`src/rtl/motor_poll_scheduler.sv`:
```
// Round scheduler for per-motor UART exchanges: a phase accumulator ticks rounds, and each round
// walks the enabled motors, requesting CONFIG or SETPOINT frames with timeout/CRC retries.
module motor_poll_scheduler #(
  parameter int unsigned NUMBER_OF_MOTORS = 8,
  parameter int unsigned CLOCK_FREQ_HZ    = 50_000_000,
  parameter int unsigned TIMEOUT_CYCLES   = 5000,
  parameter int unsigned MAX_RETRIES      = 2
) (
  input  logic                        clk,
  input  logic                        reset,
  input  logic [31:0]                 update_frequency_Hz,
  input  logic [NUMBER_OF_MOTORS-1:0] enable_mask,
  input  logic [NUMBER_OF_MOTORS-1:0] cfg_dirty,
  output logic                        req_valid,
  input  logic                        req_ready,
  output logic [7:0]                  req_motor,
  output logic [1:0]                  req_kind,
  input  logic                        resp_valid,
  input  logic [7:0]                  resp_motor,
  input  logic                        resp_crc_ok,
  output logic                        done_valid,
  output logic [7:0]                  done_motor,
  output logic [1:0]                  done_status,
  output logic                        busy,
  output logic                        overrun
);

  localparam int unsigned N    = NUMBER_OF_MOTORS;
  localparam int unsigned IdxW = $clog2(N + 1);
  localparam int unsigned TmrW = $clog2(TIMEOUT_CYCLES + 1);

  localparam logic [1:0] KindSet = 2'd1;
  localparam logic [1:0] KindCfg = 2'd2;
  localparam logic [1:0] StatOk  = 2'd0;
  localparam logic [1:0] StatCrc = 2'd1;
  localparam logic [1:0] StatTmo = 2'd2;

  typedef enum logic [1:0] {StIdle, StScan, StReq, StWait} state_e;

  state_e            r_state, w_state_d;
  logic [31:0]       r_acc, w_acc_d;
  logic [N-1:0]      r_round_mask, w_round_mask_d;
  logic [N-1:0]      r_cfg_pending, w_cfg_pending_d;
  logic [IdxW-1:0]   r_idx, w_idx_d;
  logic [1:0]        r_kind, w_kind_d;
  logic [2:0]        r_retries, w_retries_d;
  logic [TmrW-1:0]   r_timer, w_timer_d;

  logic [31:0]       w_freq;
  logic [32:0]       w_sum;
  logic              w_tick;
  logic [N:0]        w_mask_ext, w_pend_ext;
  logic              w_resp_hit, w_timeout, w_attempt_end, w_last, w_clr_cfg;
  logic [1:0]        w_status;

  // Clamp the rate so the accumulator can wrap at most once per cycle.
  assign w_freq  = (update_frequency_Hz > CLOCK_FREQ_HZ) ? CLOCK_FREQ_HZ : update_frequency_Hz;
  assign w_sum   = {1'b0, r_acc} + {1'b0, w_freq};
  assign w_tick  = (w_freq != 32'd0) && (w_sum >= 33'(CLOCK_FREQ_HZ));
  // Result is below CLOCK_FREQ_HZ, so 32-bit modular arithmetic is exact.
  assign w_acc_d = r_acc + w_freq - (w_tick ? CLOCK_FREQ_HZ : 32'd0);

  // Padded by one bit so an index equal to N is a legal (zero) select.
  assign w_mask_ext = {1'b0, r_round_mask};
  assign w_pend_ext = {1'b0, r_cfg_pending};

  assign w_resp_hit    = resp_valid && (resp_motor == 8'(r_idx));
  assign w_timeout     = (r_timer == TmrW'(TIMEOUT_CYCLES - 1));
  assign w_attempt_end = (r_state == StWait) && (w_resp_hit || w_timeout);
  assign w_status      = w_resp_hit ? (resp_crc_ok ? StatOk : StatCrc) : StatTmo;
  assign w_last        = (w_status == StatOk) || (r_retries == 3'(MAX_RETRIES));
  assign w_clr_cfg     = (r_state == StWait) && w_resp_hit && resp_crc_ok && (r_kind == KindCfg);

  always_comb begin
    w_state_d      = r_state;
    w_idx_d        = r_idx;
    w_kind_d       = r_kind;
    w_retries_d    = r_retries;
    w_timer_d      = r_timer;
    w_round_mask_d = r_round_mask;
    req_valid      = 1'b0;
    done_valid     = 1'b0;
    case (r_state)
      StIdle: begin
        if (w_tick) begin
          w_round_mask_d = enable_mask;
          w_idx_d        = '0;
          w_state_d      = StScan;
        end
      end
      StScan: begin
        if (r_idx == IdxW'(N)) begin
          w_state_d = StIdle;
        end else if (w_mask_ext[r_idx]) begin
          w_kind_d    = w_pend_ext[r_idx] ? KindCfg : KindSet;
          w_retries_d = 3'd0;
          w_state_d   = StReq;
        end else begin
          w_idx_d = r_idx + IdxW'(1);
        end
      end
      StReq: begin
        req_valid = 1'b1;
        if (req_ready) begin
          w_timer_d = '0;
          w_state_d = StWait;
        end
      end
      StWait: begin
        w_timer_d = r_timer + TmrW'(1);
        if (w_attempt_end) begin
          if (w_last) begin
            done_valid = 1'b1;
            w_idx_d    = r_idx + IdxW'(1);
            w_state_d  = StScan;
          end else begin
            w_retries_d = r_retries + 3'd1;
            w_state_d   = StReq;
          end
        end
      end
      default: w_state_d = StIdle;
    endcase
  end

  // A new cfg_dirty pulse overrides a same-cycle clear.
  always_comb begin
    w_cfg_pending_d = r_cfg_pending;
    for (int i = 0; i < int'(N); i++) begin
      w_cfg_pending_d[i] = cfg_dirty[i] |
                           (r_cfg_pending[i] & ~(w_clr_cfg && (r_idx == IdxW'(i))));
    end
  end

  assign req_motor   = req_valid ? 8'(r_idx) : 8'd0;
  assign req_kind    = req_valid ? r_kind : 2'd0;
  assign done_motor  = done_valid ? 8'(r_idx) : 8'd0;
  assign done_status = done_valid ? w_status : 2'd0;
  assign busy        = (r_state != StIdle);
  assign overrun     = w_tick && busy;

  always_ff @(posedge clk or posedge reset) begin
    if (reset) begin
      r_state       <= StIdle;
      r_acc         <= '0;
      r_round_mask  <= '0;
      r_cfg_pending <= '1;
      r_idx         <= '0;
      r_kind        <= '0;
      r_retries     <= '0;
      r_timer       <= '0;
    end else begin
      r_state       <= w_state_d;
      r_acc         <= w_acc_d;
      r_round_mask  <= w_round_mask_d;
      r_cfg_pending <= w_cfg_pending_d;
      r_idx         <= w_idx_d;
      r_kind        <= w_kind_d;
      r_retries     <= w_retries_d;
      r_timer       <= w_timer_d;
    end
  end

endmodule

```
`config.mk`:
```
export PLATFORM = sky130hd
export DESIGN_NAME = motor_poll_scheduler
export DESIGN_NICKNAME = d
export VERILOG_FILES = /design/src/rtl/motor_poll_scheduler.sv
export SDC_FILE = /design/constraint.sdc
export NUM_CORES = 1
export LEC_CHECK = 0
export ABC_AREA = 1
export CORE_MARGIN = 1
export CORE_UTILIZATION = 32
export DETAILED_ROUTE_END_ITERATION = 8
export PLACE_DENSITY = 0.5
export SYNTH_ARGS = -nofsm -noshare
export SYNTH_HDL_FRONTEND = slang
export SYNTH_SLANG_ARGS = --single-unit
```
`constraint.sdc`:
```
create_clock -name clk -period 7.7 [get_ports clk]
set_clock_uncertainty 0.15 [all_clocks]
set_input_delay 0.77 -clock clk [delete_from_list [all_inputs] [get_ports clk]]
set_output_delay 0.77 -clock clk [all_outputs]
set_load 0.03 [all_outputs]
```
==> summary.txt <==
Logic synthesis
  • Synth async-reset ratio: 100.0%
  • Combinational family with the most area after synthesis: simple AND/OR/NAND/NOR gates
  • Synth Area in XOR/XNOR: 3.929%
  • Avg Cell Area, Syn: 6.404 sq um
  • Register area share after synthesis: 21.39%
  • Mapped cell area: 0.008472 sq mm
  • Yosys warns: 0
  • EDFF count, synth: 0
  • Gate count of the mapped netlist: 1323
  • Synth Area in Simple Gates: 32.34%
  • Compound-Gate Fraction of Synth Area: 10.53%
  • Count of cell types in the netlist: 52
  • Synth Area in Adders: 17.25%
  • Yosys reg bits: 72
  • Prevailing post-synth register cell: dfrtp_1
  • Multiplexer area fraction after synthesis: 0.3840%

Placement
  • DP HPWL: 20780 um
  • Setup WS pre-CTS: 29.58 ps
  • GPL Wtd Cong: 0.9391
  • Port buffer count: 76

GRT
  • GRT Overall Usage: 19.03%
  • Largest net degree at the start of global routing: 73
  • Initial antenna violation count: 0
  • Gr ovfl total: 0
  • First-pass GRT wire length: 39680 um
  • Vias in the first global route: 7950

Run status
  • Status: finished, final reports clean

Final layout
  • Diode count: 0
  • P&R area growth vs syn: 17.89%
  • Final nets: 1586
  • Layout cells sized above 1: 5.278%
  • Final core occ: 38.43%

Timing
  • Final hold violation count: 0
  • # setup viols final: 0
  • Worst-Margin Slew: 1035 ps
  • Unrepaired setup endpoints after global routing: no
  • Slew Limit Headroom: 30.98%
  • Setup ws final: 674.4 ps
  • Max-slew violations: 0
  • Final min period: 7026 ps
  • Max Fclk: 0.1423 GHz
  • Period utilization: 91.24%
  • Post-Route Setup TNS: 0 ps

Floorplanning
  • Die Width: 164.7 um
  • Core area: 0.02598 sq mm
  • Chip height: 164.7 um
  • Row count: 59
  • Initial core utilization: 32.60%
  • Die ar.: 0.02713 sq mm
  • I/O Pins: 85

Pwr
  • Internal: 1978 uW
  • P_sw: 2284 uW
  • Clock power share: 10.9%
  • Seq pwr share: 16.2%
  • Lkg Pwr: 0.005382 uW
  • VDD IR max: 0.0001317 V
  • Cell Pwr Density: 426.7 mW/mm^2
  • Part of the power in combinational logic: 72.9%
  • Switching share of power: 53.59%

Clock tree
  • Clock Sinks: 72
  • CTS tree: yes
  • CTS Buf Count: 9
  • H-tree levels: 3
  • Clock Tree Root: clkbuf_16
  • Max clock buf depth: 2
  • Skew-Pair Late Insertion Delay: 350 ps
  • Cts hold-fix bufs: 0
  • CTS clock-pin slew for the worst setup and hold paths: 60 ps

Drt
  • Drt total wl: 24410 um
  • First drt pass iteration count: 5
  • Vias per cell: 4.593
  • Initial DRC Count: 381
  • Post-route ant nets: 0
  • DRC Markers: 0
  • Post-DR wirelength/cell: 13.90 um
  • Via Count: 8066

Critical path
  • Critical path required time: 7820 ps
  • CP Launch Type: input port
  • CP Max Fanout: 10
  • Type of the worst setup path: input port to flop
  • WP depth: 35
  • Slowest Stage Delay on Critical Path: 450 ps
  • Critical Path AT: 7140 ps
  • FF-to-FF path depth: 26
  • Setup crit end kind: flop
  • Buf/Inv on CP: 5
  • CP max stage cell: ha_1
  • CP dominant cell by count: nand2_1
  • CP top delay family: simple AND/OR/NAND/NOR gates

Hold path
  • Worst Hold Depth: 2
  • Worst Hold Class: flop to flop

Run
  • Number of max-cap violations: 0
-- kinds of logic after synthesis --
group	after synthesis
buffers and inverters	305
DFF	72
AOI/OAI and AO/OA	157
adders and majority gates	109
other	2
muxes	3
xor gates and xnor gates	38
and+or+nand+nor	637
-- cells in the final DEF, fill, tap and decap left out, types with 9 or more instances in the layout --
cell / n
fa_1: 13
nor2_1: 107
dfrtp_1: 64
a21oi_1: 59
ha_1: 96
nor2_2: 10
nand3_1: 58
nor3_1: 18
xor2_1: 25
clkdlybuf4s50_1: 76
conb_1: 19
nand4_1: 19
clkbuf_16: 9
nand2_1: 379
xnor2_1: 13
nor4_1: 9
o21ai_0: 51
inv_1: 281
-- final cells by class --
cell class / count / area [sq um]
fillers: 2838 / 16000
multi-input cells: 963 / 5548
flip-flops and latches: 72 / 1812
inverters: 288 / 1081
repair buffers: 82 / 805.8
well taps: 335 / 419.2
clock buffers: 10 / 229.0
clock inverters: 6 / 92.59
-- Yosys cell counts, types with 2 or more instances --
library cell | n | area, sq um
nand2_1 | 379 | 1423
inv_1 | 282 | 1059
nor2_1 | 107 | 401.6
ha_1 | 96 | 1201
dfrtp_1 | 64 | 1602
a21oi_1 | 60 | 300.3
nand3_1 | 58 | 290.3
o21ai_0 | 52 | 260.3
xor2_1 | 25 | 219.0
nor3_1 | 20 | 100.1
nand4_1 | 19 | 118.9
fa_1 | 13 | 260.3
xnor2_1 | 13 | 113.9
nor2_2 | 10 | 62.56
nor4_1 | 9 | 56.30
buf_4 | 8 | 60.06
dfstp_2 | 8 | 210.2
nand2_2 | 8 | 50.05
nand3b_1 | 7 | 52.55
a31oi_1 | 6 | 37.54
o22ai_1 | 6 | 37.54
and2_1 | 5 | 31.28
clkbuf_1 | 5 | 18.77
o21bai_1 | 5 | 37.54
a211oi_1 | 4 | 30.03
inv_2 | 4 | 15.01
nor3_2 | 4 | 40.04
o21a_1 | 4 | 30.03
o21ai_2 | 4 | 35.03
o31ai_1 | 4 | 30.03
nand3_2 | 3 | 30.03
o211ai_1 | 3 | 22.52
a21boi_0 | 2 | 15.01
a21o_1 | 2 | 15.01
a221oi_1 | 2 | 17.52
clkinv_1 | 2 | 7.510
conb_1 | 2 | 7.510
mux2_2 | 2 | 22.52
nand2_4 | 2 | 22.52
or2_2 | 2 | 12.51
-- final timing paths --
kind | startpoint | endpoint | slack (ps)
min in group asynchronous | reset | r_acc[29] | 890
worst min-delay path | r_cfg_pending[6] | r_cfg_pending[6] | 320
max in group asynchronous | reset | r_idx[2] | 5810
worst max-delay path | update_frequency_Hz[27] | r_acc[29] | 670
worst max register to register | r_acc[25] | r_acc[29] | 2420
worst min register to register | r_cfg_pending[6] | r_cfg_pending[6] | 320
-- power by group through the flow --
stage | Combinational (uW) | Clock, uW | Sequential (uW)
4_1_cts | 3100 | 476 | 693
5_1_grt | 3550 | 489 | 715
2_1_floorplan | 2370 | 0 | 645
6_report | 3110 | 465 | 691
3_3_place_gp | 3080 | 0 | 701
3_5_place_dp | 3080 | 0 | 699
-- tightest hold or removal path, cell delays in order (launching register included) --
cell and delay [ps]:
dfstp_2 360, o21ai_0 60, nand2_1 50
-- routing by layer --
metal  routed length, um  track usage [%]  part of all wire (%)
met1               11670            24.49                    48
met2               11480            33.25                    47
met3                 781            2.135                   3.2
met4                 483            5.505                   2.0
met5                   0                0                     0
-- metrics by stage --
step / std cells / power (uW) / hold WS (ps) / cell area [sq um]
4_1_cts: 1756 / 4269 / 330.2 / 9970
3_3_place_gp: 1740 / 3783 / 315.1 / 9648
3_5_place_dp: 1740 / 3780 / 320.3 / 9648
5_1_grt: 1756 / 4757 / 352.4 / 9987
6_report: 1756 / 4262 / 324.8 / 9987
2_1_floorplan: 1340 / 3020 / 299.9 / 8536
-- flip-flops by register name, indices dropped and copies added, names as in the netlist --
signal         cells
r_cfg_pending      8
r_state            2
r_acc             32
r_timer           13
r_round_mask       8
r_retries          3
r_kind             2
r_idx              4
-- repair_timing --
action | in CTS | in global routing
setup endpoints to repair | 0 | 5
gates resized for setup | 0 | 5
setup buffers | 0 | 0
Power figures use the tool's default switching activity.
